===== config.mk =====
export PLATFORM = sky130hd
export DESIGN_NAME = var_delay_ctrl
export DESIGN_NICKNAME = d
export VERILOG_FILES = /design/src/rtl/var_delay_ctrl.sv
export SDC_FILE = /design/constraint.sdc
export NUM_CORES = 1
export LEC_CHECK = 0
export ABC_AREA = 1
export CORE_MARGIN = 1.5
export CORE_UTILIZATION = 46
export DETAILED_ROUTE_END_ITERATION = 10
export PLACE_DENSITY_LB_ADDON = 0.3
export SYNTH_ARGS = -nofsm -noshare
export SYNTH_HDL_FRONTEND = slang
export SYNTH_SLANG_ARGS = --single-unit

===== constraint.sdc =====
create_clock -name clk -period 5.4 [get_ports clk]
set_input_delay 1.08 -clock clk [delete_from_list [all_inputs] [get_ports clk]]
set_output_delay 1.08 -clock clk [all_outputs]
set_load 0.01 [all_outputs]

===== src/rtl/var_delay_ctrl.sv =====
`default_nettype none
// ============================================================================
// Module      : var_delay_ctrl
// Description : Calibration controller for the variable clock-delay cell.
//               On start it sweeps delay_sel through leading (0), origin (1)
//               and lagging (2). At each setting it waits SETTLE_CYC cycles,
//               then counts MEAS_LEN valid samples from the receive-data
//               error checker and accumulates the errors seen. It then locks
//               delay_sel to the setting with the fewest errors (ties prefer
//               origin, then leading, then lagging).
//
//               Optional macro VAR_DELAY_TRACK_EN: while LOCKED, errors are
//               counted in windows of MEAS_LEN valid samples. A window with
//               more than ERR_THR errors restarts the sweep automatically.
//
// Ports       : clk        - clock
//               rst        - synchronous active-high reset
//               start      - calibration request (honoured in IDLE/LOCKED)
//               abort      - cancel calibration, wins over start
//               sample_vld - checker has a sample result this cycle
//               sample_err - sample mismatched, qualified by sample_vld
//               mode       - 1 = delay cell honours delay_sel, 0 = origin
//               delay_sel  - 0 leading, 1 origin, 2 lagging
//               busy       - sweep in progress
//               done       - one-cycle pulse when the decision is made
//               locked     - best setting applied
//               best_sel   - chosen setting
//               err_lead / err_orig / err_lag - errors per setting
//
// Revision    : 1.0 - initial release
// ============================================================================
module var_delay_ctrl #(
    parameter int SETTLE_CYC = 8,
    parameter int MEAS_LEN   = 256,
    parameter int ERR_THR    = 4,
    localparam int CNT_W     = $clog2(MEAS_LEN + 1)
) (
    input  logic             clk,
    input  logic             rst,
    input  logic             start,
    input  logic             abort,
    input  logic             sample_vld,
    input  logic             sample_err,
    output logic             mode,
    output logic [1:0]       delay_sel,
    output logic             busy,
    output logic             done,
    output logic             locked,
    output logic [1:0]       best_sel,
    output logic [CNT_W-1:0] err_lead,
    output logic [CNT_W-1:0] err_orig,
    output logic [CNT_W-1:0] err_lag
);

    localparam int c_settle_w = (SETTLE_CYC > 1) ? $clog2(SETTLE_CYC) : 1;

    localparam logic [c_settle_w-1:0] c_settle_last = c_settle_w'(SETTLE_CYC - 1);
    localparam logic [c_settle_w-1:0] c_settle_one  = c_settle_w'(1);
    localparam logic [CNT_W-1:0]      c_meas_last   = CNT_W'(MEAS_LEN - 1);
    localparam logic [CNT_W-1:0]      c_cnt_one     = CNT_W'(1);

    localparam logic [2:0] c_st_idle    = 3'd0;
    localparam logic [2:0] c_st_settle  = 3'd1;
    localparam logic [2:0] c_st_measure = 3'd2;
    localparam logic [2:0] c_st_decide  = 3'd3;
    localparam logic [2:0] c_st_locked  = 3'd4;

    logic [2:0]            r_state;
    logic [2:0]            w_state_nxt;
    logic [1:0]            r_cur;
    logic [c_settle_w-1:0] r_settle_cnt;
    logic [CNT_W-1:0]      r_samp_cnt;
    logic                  r_mode;
    logic [1:0]            r_delay_sel;
    logic                  r_busy;
    logic                  r_done;
    logic                  r_locked;
    logic [1:0]            r_best_sel;
    logic [CNT_W-1:0]      r_err_lead;
    logic [CNT_W-1:0]      r_err_orig;
    logic [CNT_W-1:0]      r_err_lag;

    logic                  w_abort;
    logic                  w_go;
    logic                  w_settle_done;
    logic                  w_meas_last;
    logic                  w_track_trig;
    logic [1:0]            w_best_sel;
    logic [CNT_W-1:0]      w_best_err;

    // ------------------------------------------------------------------
    // Control strobes and next-state logic
    // ------------------------------------------------------------------
    always_comb begin
        // abort in IDLE is a no-op; elsewhere it always returns to IDLE
        w_abort       = abort && (r_state != c_st_idle);
        w_go          = ((r_state == c_st_idle) || (r_state == c_st_locked)) &&
                        !abort && (start || w_track_trig);
        w_settle_done = (r_state == c_st_settle) && (r_settle_cnt == c_settle_last);
        w_meas_last   = (r_state == c_st_measure) && sample_vld &&
                        (r_samp_cnt == c_meas_last);

        w_state_nxt = r_state;
        if (w_abort) begin
            w_state_nxt = c_st_idle;
        end else begin
            case (r_state)
                c_st_idle:    if (w_go) w_state_nxt = c_st_settle;
                c_st_settle:  if (w_settle_done) w_state_nxt = c_st_measure;
                c_st_measure: if (w_meas_last)
                                  w_state_nxt = (r_cur == 2'd2) ? c_st_decide : c_st_settle;
                c_st_decide:  w_state_nxt = c_st_locked;
                c_st_locked:  if (w_go) w_state_nxt = c_st_settle;
                default:      w_state_nxt = c_st_idle;
            endcase
        end
    end

    // Minimum search; origin is the starting candidate and only a strictly
    // smaller count displaces it, giving the origin > leading > lagging order.
    always_comb begin
        w_best_sel = 2'd1;
        w_best_err = r_err_orig;
        if (r_err_lead < w_best_err) begin
            w_best_sel = 2'd0;
            w_best_err = r_err_lead;
        end
        if (r_err_lag < w_best_err) begin
            w_best_sel = 2'd2;
            w_best_err = r_err_lag;
        end
    end

    always_ff @(posedge clk) begin
        if (rst) begin
            r_state <= c_st_idle;
        end else begin
            r_state <= w_state_nxt;
        end
    end

    // ------------------------------------------------------------------
    // Datapath and registered outputs
    // ------------------------------------------------------------------
    always_ff @(posedge clk) begin
        if (rst) begin
            r_cur        <= 2'd0;
            r_settle_cnt <= '0;
            r_samp_cnt   <= '0;
            r_mode       <= 1'b0;
            r_delay_sel  <= 2'd1;
            r_busy       <= 1'b0;
            r_done       <= 1'b0;
            r_locked     <= 1'b0;
            r_best_sel   <= 2'd1;
            r_err_lead   <= '0;
            r_err_orig   <= '0;
            r_err_lag    <= '0;
        end else begin
            r_done <= 1'b0;
            if (w_abort) begin
                r_mode      <= 1'b0;
                r_delay_sel <= 2'd1;
                r_busy      <= 1'b0;
                r_locked    <= 1'b0;
            end else if (w_go) begin
                r_cur        <= 2'd0;
                r_settle_cnt <= '0;
                r_samp_cnt   <= '0;
                r_mode       <= 1'b1;
                r_delay_sel  <= 2'd0;
                r_busy       <= 1'b1;
                r_locked     <= 1'b0;
                r_err_lead   <= '0;
                r_err_orig   <= '0;
                r_err_lag    <= '0;
            end else begin
                case (r_state)
                    c_st_settle: begin
                        if (!w_settle_done) begin
                            r_settle_cnt <= r_settle_cnt + c_settle_one;
                        end
                    end
                    c_st_measure: begin
                        if (sample_vld) begin
                            if (sample_err) begin
                                case (r_cur)
                                    2'd0:    r_err_lead <= r_err_lead + c_cnt_one;
                                    2'd1:    r_err_orig <= r_err_orig + c_cnt_one;
                                    default: r_err_lag  <= r_err_lag + c_cnt_one;
                                endcase
                            end
                            if (w_meas_last) begin
                                r_samp_cnt   <= '0;
                                r_settle_cnt <= '0;
                                if (r_cur != 2'd2) begin
                                    r_cur       <= r_cur + 2'd1;
                                    r_delay_sel <= r_cur + 2'd1;
                                end
                            end else begin
                                r_samp_cnt <= r_samp_cnt + c_cnt_one;
                            end
                        end
                    end
                    c_st_decide: begin
                        r_best_sel  <= w_best_sel;
                        r_delay_sel <= w_best_sel;
                        r_mode      <= 1'b1;
                        r_locked    <= 1'b1;
                        r_busy      <= 1'b0;
                        r_done      <= 1'b1;
                    end
                    default: begin
                    end
                endcase
            end
        end
    end

    // ------------------------------------------------------------------
    // Locked-state error tracking
    // ------------------------------------------------------------------
`ifdef VAR_DELAY_TRACK_EN
    logic [CNT_W-1:0] r_win_samp;
    logic [CNT_W-1:0] r_win_err;

    // Trigger on the sample that pushes the window count past the threshold
    assign w_track_trig = (r_state == c_st_locked) && sample_vld && sample_err &&
                          ((int'(r_win_err) + 1) > ERR_THR);

    // Held clear outside LOCKED so each LOCKED entry starts a fresh window
    always_ff @(posedge clk) begin
        if (rst || (r_state != c_st_locked)) begin
            r_win_samp <= '0;
            r_win_err  <= '0;
        end else if (sample_vld) begin
            if (w_track_trig || (r_win_samp == c_meas_last)) begin
                r_win_samp <= '0;
                r_win_err  <= '0;
            end else begin
                r_win_samp <= r_win_samp + c_cnt_one;
                if (sample_err) begin
                    r_win_err <= r_win_err + c_cnt_one;
                end
            end
        end
    end
`else
    localparam int c_unused_err_thr = ERR_THR;
    assign w_track_trig = 1'b0;
`endif

    assign mode      = r_mode;
    assign delay_sel = r_delay_sel;
    assign busy      = r_busy;
    assign done      = r_done;
    assign locked    = r_locked;
    assign best_sel  = r_best_sel;
    assign err_lead  = r_err_lead;
    assign err_orig  = r_err_orig;
    assign err_lag   = r_err_lag;

endmodule
`default_nettype wire

# Word-level counts from Yosys, hierarchy flattened
# Index checks and enable logic that the tools add are counted.
# word_totals
out_inout_bits	35
inputBits	6
regBits	52
# op_classes
n_bitwise	2
n_mux	44
magnitude_cmp	2
n_eq_ne	19
reduce_logical	36
addsub	6
# op_table
cell	n
$mux 9	20
$add 9x1->9 const B	4
$reduce_and 5->1	5
$mux 3	7
$lt 9x9->1	2
$reduce_bool 2->1	9
$mux 2	7
$pmux 3 s4	1
$eq 9x8->1 const B	1
$ne 3x3->1 const B	3
$reduce_and 3->1	3
$reduce_bool 3->1	3
$ne 2x2->1 const B	4
$reduce_and 4->1	2
$mux 1	7
$eq 3x2->1 const B	2
$eq 3x3->1 const B	2
$logic_and 1x1->1	6
$ne 2x1->1 const B	3
$pmux 3 s2	1
$reduce_or 2->1	3
$pmux 2 s2	1
$add 3x1->3 const B	1
$eq 3x1->1 const B	1
other kinds (10)	11

# Logic depth before layout (Yosys ltp)
# Gate-level depths: netlist of the first run.
# depth
word_depth	7
mapped_depth	22
mapped_depth_nobuf	21

# Least setup slack after synthesis of the first run
# Ideal clock, no wire load.
# synth_timing
path_type	reg2reg
start	reg r_err_orig[7], in the netlist err_orig[7]
end	reg r_delay_sel[0], in the netlist delay_sel[0]
arrival_time_ps	2592
n_path_buf	1
stages_incl_launch_ff	20
setup_time_ps	116
slack_ps	2692
path_cell_list	dfxtp_1 inv_1 ha_1 nand2_1 nor2_1 nand3_1 nand3_1 clkbuf_1 o21ai_0 ha_1 nand2_1 inv_1 o21ai_0 nand2_1 a21oi_1 nand2_1 nand2_1 nand2_1 nand2_1 nand2_1
# synth_between
elab_chain_len	6
elab_cells_between_ends	7
# synth_lines
element	line	rtl
start, declared	80	logic [CNT_W-1:0] r_err_orig;
start signal, assigned	189	2'd1: r_err_orig <= r_err_orig + c_cnt_one;
$lt 9x9->1	124	if (r_err_lead < w_best_err) begin
$mux 9	124	
$lt 9x9->1	128	if (r_err_lag < w_best_err) begin
$mux 2 (*)	128	
$pmux 2 s2 (*)	178	case (r_state)
$mux 1 (*)	166	end else if (w_go) begin
end signal, assigned	198	r_delay_sel <= r_cur + 2'd1;
end signal, assigned	207	r_delay_sel <= w_best_sel;
end, declared	74	logic [1:0] r_delay_sel;
# Every way passes the cells marked *; elsewhere a longest branch is shown, timed or not.
# A chain may end at the register's enable or synchronous reset.

# Worst setup path after layout of the first run
# Same ends and word-level chain as after synthesis.

==> metrics.txt, run 1 <==
# TYPE chip_impl_metric gauge
chip_impl_metric{name="placed_cells",unit=""} 534
chip_impl_metric{name="p_clk_share",unit="%"} 27.2
chip_impl_metric{name="seq_power_share",unit="%"} 47.7
chip_impl_info{name="violations",value="DRC"} 1
chip_impl_metric{name="worst_rel_slew_slack",unit="%"} 62.0
chip_impl_info{name="cp-end-kind",value="flip-flop"} 1
chip_impl_metric{name="cts_hold_buf",unit=""} 0
chip_impl_info{name="worstSetupPathType",value="reg2reg"} 1
chip_impl_metric{name="required",unit="ns"} 5.62
chip_impl_info{name="mostFrequentLayoutCells",value="nand2_1 (79), inv_1 (63), dfxtp_1 (52)"} 1
chip_impl_info{name="root_buffer",value="clkbuf_8"} 1
chip_impl_metric{name="synth_cells",unit=""} 422
chip_impl_metric{name="worstPathMaxFanout",unit=""} 18
chip_impl_info{name="run_status",value="complete, but fails checks"} 1
chip_impl_metric{name="count_of_buffers_from_port_buffering",unit=""} 40
chip_impl_metric{name="first_pass_grt_wire_length",unit="mm"} 12.1
chip_impl_metric{name="clock_insertion_delay_worst_skew",unit="ns"} 0.31
chip_impl_metric{name="first_iter_violations",unit=""} 168
chip_impl_metric{name="syn-num-nets",unit=""} 453
chip_impl_metric{name="final_antenna_net_count",unit=""} 0
chip_impl_metric{name="hold_viol",unit=""} 0
chip_impl_metric{name="cts_buffers",unit=""} 5
chip_impl_info{name="worst_setup_path_start_kind",value="flip-flop"} 1
chip_impl_metric{name="power_switching_share",unit="%"} 34.2
chip_impl_metric{name="synthesized_area_per_cell",unit="um2"} 7.43
chip_impl_metric{name="proportion_of_synthesized_flip_flops_having_asynchronous_set_or_reset",unit="%"} 0
chip_impl_metric{name="final_wtd_congestion",unit=""} 0.838
chip_impl_metric{name="final.hold.worst_slack",unit="ns"} 0.471
chip_impl_metric{name="max_cap_viol_count",unit=""} 0
chip_impl_metric{name="final.period_utilization",unit="%"} 60.1
chip_impl_metric{name="drt_drc_violations_left",unit=""} 1
chip_impl_metric{name="cts.path.max_buffers",unit=""} 2
chip_impl_metric{name="initial_core_util",unit="%"} 48.5
chip_impl_metric{name="vias",unit=""} 2787
chip_impl_metric{name="setup_tns",unit="ns"} 0
chip_impl_metric{name="top_level_ports",unit=""} 41
chip_impl_metric{name="cts_setup_buffers",unit=""} 0
chip_impl_metric{name="cellPowerDensity",unit="nW/um2"} 233
chip_impl_metric{name="diodes",unit=""} 0
chip_impl_metric{name="die_x",unit="um"} 85.5
chip_impl_info{name="leading_cell_type_in_the_layout_fill_and_taps_excluded",value="nand2_1"} 1
chip_impl_metric{name="synth_enable_flop_cells",unit=""} 0
chip_impl_metric{name="tightestPinTransition",unit="ns"} 0.568
chip_impl_metric{name="largest_net_degree_at_the_start_of_global_routing",unit=""} 25
chip_impl_metric{name="switchingPower",unit="mW"} 0.295
chip_impl_metric{name="ir_drop",unit="mV"} 0.151
chip_impl_metric{name="finClkSkew",unit="ns"} 0.00383
chip_impl_metric{name="power.total",unit="mW"} 0.861
chip_impl_metric{name="area_growth",unit="%"} 17.9
chip_impl_metric{name="layout-drive-gt1-share",unit="%"} 10.1
chip_impl_info{name="hold_path.class",value="reg2reg"} 1
chip_impl_info{name="synth_top_cells_by_area",value="dfxtp_1 (33%), ha_1 (10%), nand2_1 (9.5%)"} 1
chip_impl_metric{name="number_of_vias_per_cell",unit=""} 5.14
chip_impl_metric{name="synth_cell_type_count",unit=""} 38
chip_impl_metric{name="post-route-cell-area",unit="um2"} 3690
chip_impl_metric{name="post_drt_wl_per_cell",unit="um"} 12.9
chip_impl_metric{name="synth.ff_latch_count",unit=""} 52
chip_impl_metric{name="internal_power",unit="mW"} 0.566
chip_impl_metric{name="yosys_warnings",unit=""} 0
chip_impl_metric{name="multi_input_area",unit="um2"} 1810
chip_impl_metric{name="total_nets_final",unit=""} 495
chip_impl_metric{name="post_place_cell_area",unit="um2"} 3600
chip_impl_info{name="synthDominantAreaCellType",value="dfxtp_1"} 1
chip_impl_metric{name="dp_worst_setup_slack",unit="ns"} 2.26
chip_impl_info{name="grt_setup_unrepaired",value="false"} 1
chip_impl_info{name="yosys_most_used_dff",value="dfxtp_1"} 1
chip_impl_metric{name="setup_viol",unit=""} 0
chip_impl_metric{name="globalRoute.totalOverflow",unit=""} 0
chip_impl_metric{name="cp.arrival",unit="ns"} 3.46
chip_impl_metric{name="post_cts_resize_count",unit=""} 0
chip_impl_metric{name="dpl.hpwl",unit="mm"} 5.50
chip_impl_metric{name="clock_sinks",unit=""} 52
chip_impl_metric{name="finalCoreUtilization",unit="%"} 57.2
chip_impl_metric{name="rows",unit=""} 29
chip_impl_metric{name="synth.yosys.seq_area_share",unit="%"} 33.2
chip_impl_metric{name="max_freq",unit="MHz"} 308
chip_impl_metric{name="sequential_cell_area",unit="um2"} 1040
chip_impl_metric{name="finalWorstPathRequiredPeriod",unit="ns"} 3.24
chip_impl_metric{name="via_count_of_the_first_global_routing_pass",unit=""} 2530
chip_impl_metric{name="power.leakage",unit="nW"} 1.56
chip_impl_metric{name="cts_htree_levels",unit=""} 2
chip_impl_metric{name="wirelength",unit="mm"} 7.02
chip_impl_metric{name="mappedNetlistArea",unit="um2"} 3130
chip_impl_metric{name="final_critical_path_setup_slack",unit="ns"} 2.16
chip_impl_metric{name="detailedRoute.firstPassIterationCount",unit=""} 7
chip_impl_metric{name="grt_use_total",unit="%"} 20.4
chip_impl_metric{name="die_area",unit="um2"} 7320
chip_impl_metric{name="maxSlewViolCount",unit=""} 0
chip_impl_metric{name="grt_antenna_before_repair",unit=""} 0
chip_impl_info{name="tritoncts",value="built"} 1
chip_impl_metric{name="synth_top_cell_area_share",unit="%"} 33.2
chip_impl_metric{name="final-instance-count-excl-fill",unit=""} 542
chip_impl_metric{name="design.core.area",unit="um2"} 6460
chip_impl_metric{name="die_height",unit="um"} 85.5
chip_impl_metric{name="cts.clk_slew.worst_paths",unit="ns"} 0.10
chip_impl_metric{name="fill_cells",unit=""} 612
chip_impl_metric{name="combPwrFrac",unit="%"} 25.1
final cells by class:
| class | count | share of cell area [%] |
|---|---|---|
| well taps | 77 | 2.61 |
| multi-input cells | 296 | 48.9 |
| repair buffers | 40 | 10.8 |
| flip-flops and latches | 52 | 28.2 |
| clock inverters | 3 | 0.643 |
| inverters | 69 | 7.01 |
| clock buffers | 5 | 1.86 |
per-layer routing:
| metal | GRT usage (%) | vias to the layer above | part of all wire, % |
|---|---|---|---|
| met5 | 0 | - | 0 |
| met4 | 4.25 | 0 | 1.0 |
| met3 | 3.27 | 6 | 4.2 |
| met2 | 32.0 | 50 | 45 |
| met1 | 29.8 | 1260 | 50 |
| li1 | - | 1471 | - |
worst max-delay path: stages (launching register included):
cell and delay (ns):
dfxtp_1 0.43, inv_1 0.09, ha_1 0.27, nand2_1 0.08
inv_1 0.04, a21oi_1 0.21, nand3_1 0.45, o21ai_0 0.44
ha_1 0.31, a21oi_1 0.14, o21ai_0 0.10, a21oi_1 0.20
nand2_1 0.10, nand2_1 0.10, nand2_1 0.07, nand2_1 0.07
nand2_1 0.04
path summary, 6_finish.rpt:
| kind | start | endpoint | slack [ns] | cells past startpoint |
|---|---|---|---|---|
| hold reg to reg | r_settle_cnt[0]$_SDFFE_PP0P_ | r_settle_cnt[0]$_SDFFE_PP0P_ | 0.47 | 1 |
| hold / removal | r_settle_cnt[0]$_SDFFE_PP0P_ | r_settle_cnt[0]$_SDFFE_PP0P_ | 0.47 | 1 |
| setup / recovery | err_orig[7]$_SDFFE_PP0P_ | delay_sel[0]$_SDFFE_PP1P_ | 2.16 | 16 |
| setup reg to reg | err_orig[7]$_SDFFE_PP0P_ | delay_sel[0]$_SDFFE_PP1P_ | 2.16 | 16 |
state kept, by name, indices dropped and copies added (netlist names):
| register | cells |
|---|---|
| mode | 1 |
| r_samp_cnt | 9 |
| r_state | 3 |
| best_sel | 2 |
| done | 1 |
| err_lag | 9 |
| err_orig | 9 |
| err_lead | 9 |
| r_settle_cnt | 3 |
| busy | 1 |
| locked | 1 |
| r_cur | 2 |
| delay_sel | 2 |
power by group through the flow:
| stage | logic [mW] | registers [mW] | clock network (mW) |
|---|---|---|---|
| 3_3_place_gp | 0.209 | 0.419 | 0 |
| 3_5_place_dp | 0.214 | 0.419 | 0 |
| 6_report | 0.216 | 0.410 | 0.235 |
| 5_1_grt | 0.242 | 0.413 | 0.251 |
| 2_1_floorplan | 0.156 | 0.421 | 0 |
| 4_1_cts | 0.215 | 0.410 | 0.240 |
synthesized netlist by cell type, types with 3 or more instances:
cell type	instances
a21oi_1	34
nor3_2	5
nand4_1	7
nand3_1	16
ha_1	25
xor2_1	3
nand2_4	3
nor3_1	14
nand2_1	79
nor2_4	3
inv_1	63
dfxtp_1	52
a31oi_1	3
o21ai_4	3
nor3b_2	4
nor2_1	40
inv_2	6
o21ai_0	34
kinds of logic (layout without fill, tap and decap cells):
family          after synthesis  in the layout  share of synthesized area (%)
flops                        52             52                           33.2
xor+xnor                      4              4                           1.12
fa+ha+maj                    25             25                           9.98
compound gates               80             80                           14.9
buf+inv                      74            117                           9.18
simple gates                187            187                           31.6
No activity file was read; power rests on OpenSTA's default activity.
==> run 2, diff against run 1 <==
==> constraint.sdc (replaced) <==
create_clock -name clk -period 2.7 [get_ports clk]
set_input_delay 0.54 -clock clk [delete_from_list [all_inputs] [get_ports clk]]
set_output_delay 0.54 -clock clk [all_outputs]
set_load 0.01 [all_outputs]
==> run 2 against run 1 <==
  * The run still ends with DRC left
  * Maximum frequency is 24% higher
  * Global-route usage is 1.1 points higher
  * Sequential share of layout area is 2.4 points lower
  * Cell count is 5.0% higher
  * Critical path depth stayed put
  * Utilization is 6.3 points higher
  * Clock power is 95% higher
  * Critical path type unchanged
  * Largest power group unchanged
==> metrics.txt, run 2 (synthesized netlist as in run 1, its figures left out) <==
# TYPE chip_impl_metric gauge
chip_impl_metric{name="number_of_vias_per_cell",unit=""} 5.34
chip_impl_metric{name="cts_buffers",unit=""} 5
chip_impl_metric{name="die_x",unit="um"} 85.5
chip_impl_metric{name="final.period_utilization",unit="%"} 97.1
chip_impl_metric{name="finClkSkew",unit="ns"} 0.00786
chip_impl_info{name="violations",value="DRC"} 1
chip_impl_metric{name="vias",unit=""} 3039
chip_impl_metric{name="final_critical_path_setup_slack",unit="ns"} 0.0770
chip_impl_metric{name="required",unit="ns"} 2.92
chip_impl_metric{name="power.leakage",unit="nW"} 1.76
chip_impl_info{name="root_buffer",value="clkbuf_8"} 1
chip_impl_metric{name="clock_insertion_delay_worst_skew",unit="ns"} 0.32
chip_impl_metric{name="via_count_of_the_first_global_routing_pass",unit=""} 2786
chip_impl_info{name="worstSetupPathType",value="reg2reg"} 1
chip_impl_metric{name="post_drt_wl_per_cell",unit="um"} 14.1
chip_impl_info{name="run_status",value="complete, but fails checks"} 1
chip_impl_info{name="hold_path.class",value="reg2reg"} 1
chip_impl_metric{name="finalWorstPathRequiredPeriod",unit="ns"} 2.62
chip_impl_metric{name="ir_drop",unit="mV"} 0.251
chip_impl_info{name="leading_cell_type_in_the_layout_fill_and_taps_excluded",value="nand2_1"} 1
chip_impl_metric{name="hold_viol",unit=""} 0
chip_impl_metric{name="wirelength",unit="mm"} 8.00
chip_impl_metric{name="final_wtd_congestion",unit=""} 0.871
chip_impl_metric{name="area_growth",unit="%"} 30.8
chip_impl_metric{name="final.hold.worst_slack",unit="ns"} 0.469
chip_impl_metric{name="count_of_buffers_from_port_buffering",unit=""} 40
chip_impl_metric{name="layout-drive-gt1-share",unit="%"} 22.8
chip_impl_metric{name="cts.path.max_buffers",unit=""} 2
chip_impl_metric{name="initial_core_util",unit="%"} 48.5
chip_impl_metric{name="largest_net_degree_at_the_start_of_global_routing",unit=""} 19
chip_impl_metric{name="dp_worst_setup_slack",unit="ns"} 0.0476
chip_impl_metric{name="die_height",unit="um"} 85.5
chip_impl_info{name="tritoncts",value="built"} 1
chip_impl_metric{name="clock_sinks",unit=""} 52
chip_impl_metric{name="tightestPinTransition",unit="ns"} 0.475
chip_impl_metric{name="max_freq",unit="MHz"} 381
chip_impl_metric{name="hold_depth",unit=""} 2
chip_impl_metric{name="dpl.hpwl",unit="mm"} 5.94
chip_impl_metric{name="worst_rel_slew_slack",unit="%"} 68.2
chip_impl_metric{name="die_area",unit="um2"} 7320
chip_impl_metric{name="design.core.area",unit="um2"} 6460
chip_impl_metric{name="max_cap_viol_count",unit=""} 0
chip_impl_metric{name="globalRoute.totalOverflow",unit=""} 0
chip_impl_metric{name="cellPowerDensity",unit="nW/um2"} 440
chip_impl_metric{name="drt_drc_violations_left",unit=""} 1
chip_impl_metric{name="first_pass_grt_wire_length",unit="mm"} 12.7
chip_impl_metric{name="rows",unit=""} 29
chip_impl_metric{name="worstRegToRegCells",unit=""} 16
chip_impl_metric{name="cp.arrival",unit="ns"} 2.84
chip_impl_info{name="cp-end-kind",value="flip-flop"} 1
chip_impl_metric{name="placed_cells",unit=""} 554
chip_impl_metric{name="r2r_setup_slk",unit="ns"} 0.08
chip_impl_metric{name="detailedRoute.firstPassIterationCount",unit=""} 7
chip_impl_metric{name="setup_viol",unit=""} 0
chip_impl_metric{name="top_level_ports",unit=""} 41
chip_impl_metric{name="grt_antenna_before_repair",unit=""} 0
chip_impl_info{name="mostFrequentLayoutCells",value="nand2_1 (74), inv_1 (56), dfxtp_1 (40), clkdlybuf4s50_1 (40), nor2_1 (39)"} 1
chip_impl_metric{name="worstPathMaxFanout",unit=""} 9
chip_impl_info{name="worst_setup_path_start_kind",value="flip-flop"} 1
chip_impl_metric{name="final_antenna_net_count",unit=""} 0
chip_impl_metric{name="fill_cells",unit=""} 575
chip_impl_metric{name="first_iter_violations",unit=""} 126
chip_impl_metric{name="maxSlewViolCount",unit=""} 0
chip_impl_metric{name="cts_htree_levels",unit=""} 2
chip_impl_metric{name="total_nets_final",unit=""} 522
chip_impl_metric{name="grt_use_total",unit="%"} 21.5
chip_impl_metric{name="diodes",unit=""} 0
chip_impl_metric{name="final-instance-count-excl-fill",unit=""} 569
chip_impl_metric{name="cts.clk_slew.worst_paths",unit="ns"} 0.10
==> run 2: cell count changes in the layout (fill, tap and decap cells not counted), moves of 7 or more <==
cell,before,now
buf_4,0,24
dfxtp_1,52,40
dfxtp_2,0,12
inv_1,63,56
o21ai_0,34,27
==> run 2: per-layer routing <==
metal	GRT usage (%)	share of wire (%)	vias up
met5	0	0	-
met1	28.7	44	1420
met3	3.75	5.7	12
met2	35.4	49	88
met4	7.18	1.6	0
li1	-	-	1519
==> run 2: layout make-up <==
class	count	area (um2)	share of cell area [%]
clock buffers	5	68.8	1.68
clock inverters	3	18.8	0.458
inverters	69	262	6.38
multi-input cells	296	1950	47.5
flip-flops and latches	52	1060	25.8
well taps	77	96.3	2.35
repair buffers	67	651	15.9
==> run 2: path summary, 6_finish.rpt <==
kind	start	endpoint
setup / recovery	err_lead[7]$_SDFFE_PP0P_	delay_sel[0]$_SDFFE_PP1P_
hold / removal	busy$_SDFFE_PP0P_	busy$_SDFFE_PP0P_
setup reg to reg	err_lead[7]$_SDFFE_PP0P_	delay_sel[0]$_SDFFE_PP1P_
hold reg to reg	busy$_SDFFE_PP0P_	busy$_SDFFE_PP0P_
==> run 2: critical path, stage by stage, from the launching register on <==
cell	delay, ns
dfxtp_1	0.41
ha_4	0.22
nand2_2	0.09
inv_1	0.06
a21oi_2	0.18
nand3_4	0.13
clkbuf_16	0.19
o21ai_0	0.20
ha_1	0.29
a21oi_1	0.14
o21ai_1	0.09
a21oi_2	0.15
nand2_1	0.10
nand2_2	0.09
nand2_1	0.05
nand2_1	0.07
nand2_1	0.04
==> run 2: through the flow <==
| stage | cell area [um2] | util [%] | TNS, ns | total power, mW |
|---|---|---|---|---|
| 3_3_place_gp | 3760 | 58.3 | 0 | 1.27 |
| 5_1_grt | 4100 | 63.5 | -0.107 | 1.91 |
| 3_5_place_dp | 3760 | 58.3 | 0 | 1.29 |
| 4_1_cts | 3850 | 59.6 | 0 | 1.74 |
| 2_1_floorplan | 3140 | - | 0 | 1.16 |
| 6_report | 4100 | 63.5 | 0 | 1.80 |
==> run 2: report_power, final <==
part	switching, mW	internal [mW]	total (mW)
Sequential	0.0225	0.797	0.820
Combinational	0.315	0.208	0.524
Clock	0.276	0.182	0.458
Total	0.614	1.19	1.80
==> run 2: what timing repair did <==
item | in CTS | in global routing
endpoints found under the setup margin | 0 | 4
hold buffers | 0 | 0
buffers inserted | 0 | 5
resized for setup | 0 | 49
==> run 3, diff against run 2 <==
--- a/config.mk
+++ b/config.mk
@@ -9,6 +9,7 @@
 export CORE_MARGIN = 1.5
 export CORE_UTILIZATION = 46
 export DETAILED_ROUTE_END_ITERATION = 10
+export HOLD_SLACK_MARGIN = 0.02
 export PLACE_DENSITY_LB_ADDON = 0.3
 export SYNTH_ARGS = -nofsm -noshare
 export SYNTH_HDL_FRONTEND = slang
==> results of run 3 <==
Same layout as run 2: the final DEF is identical, and so are final timing and power.
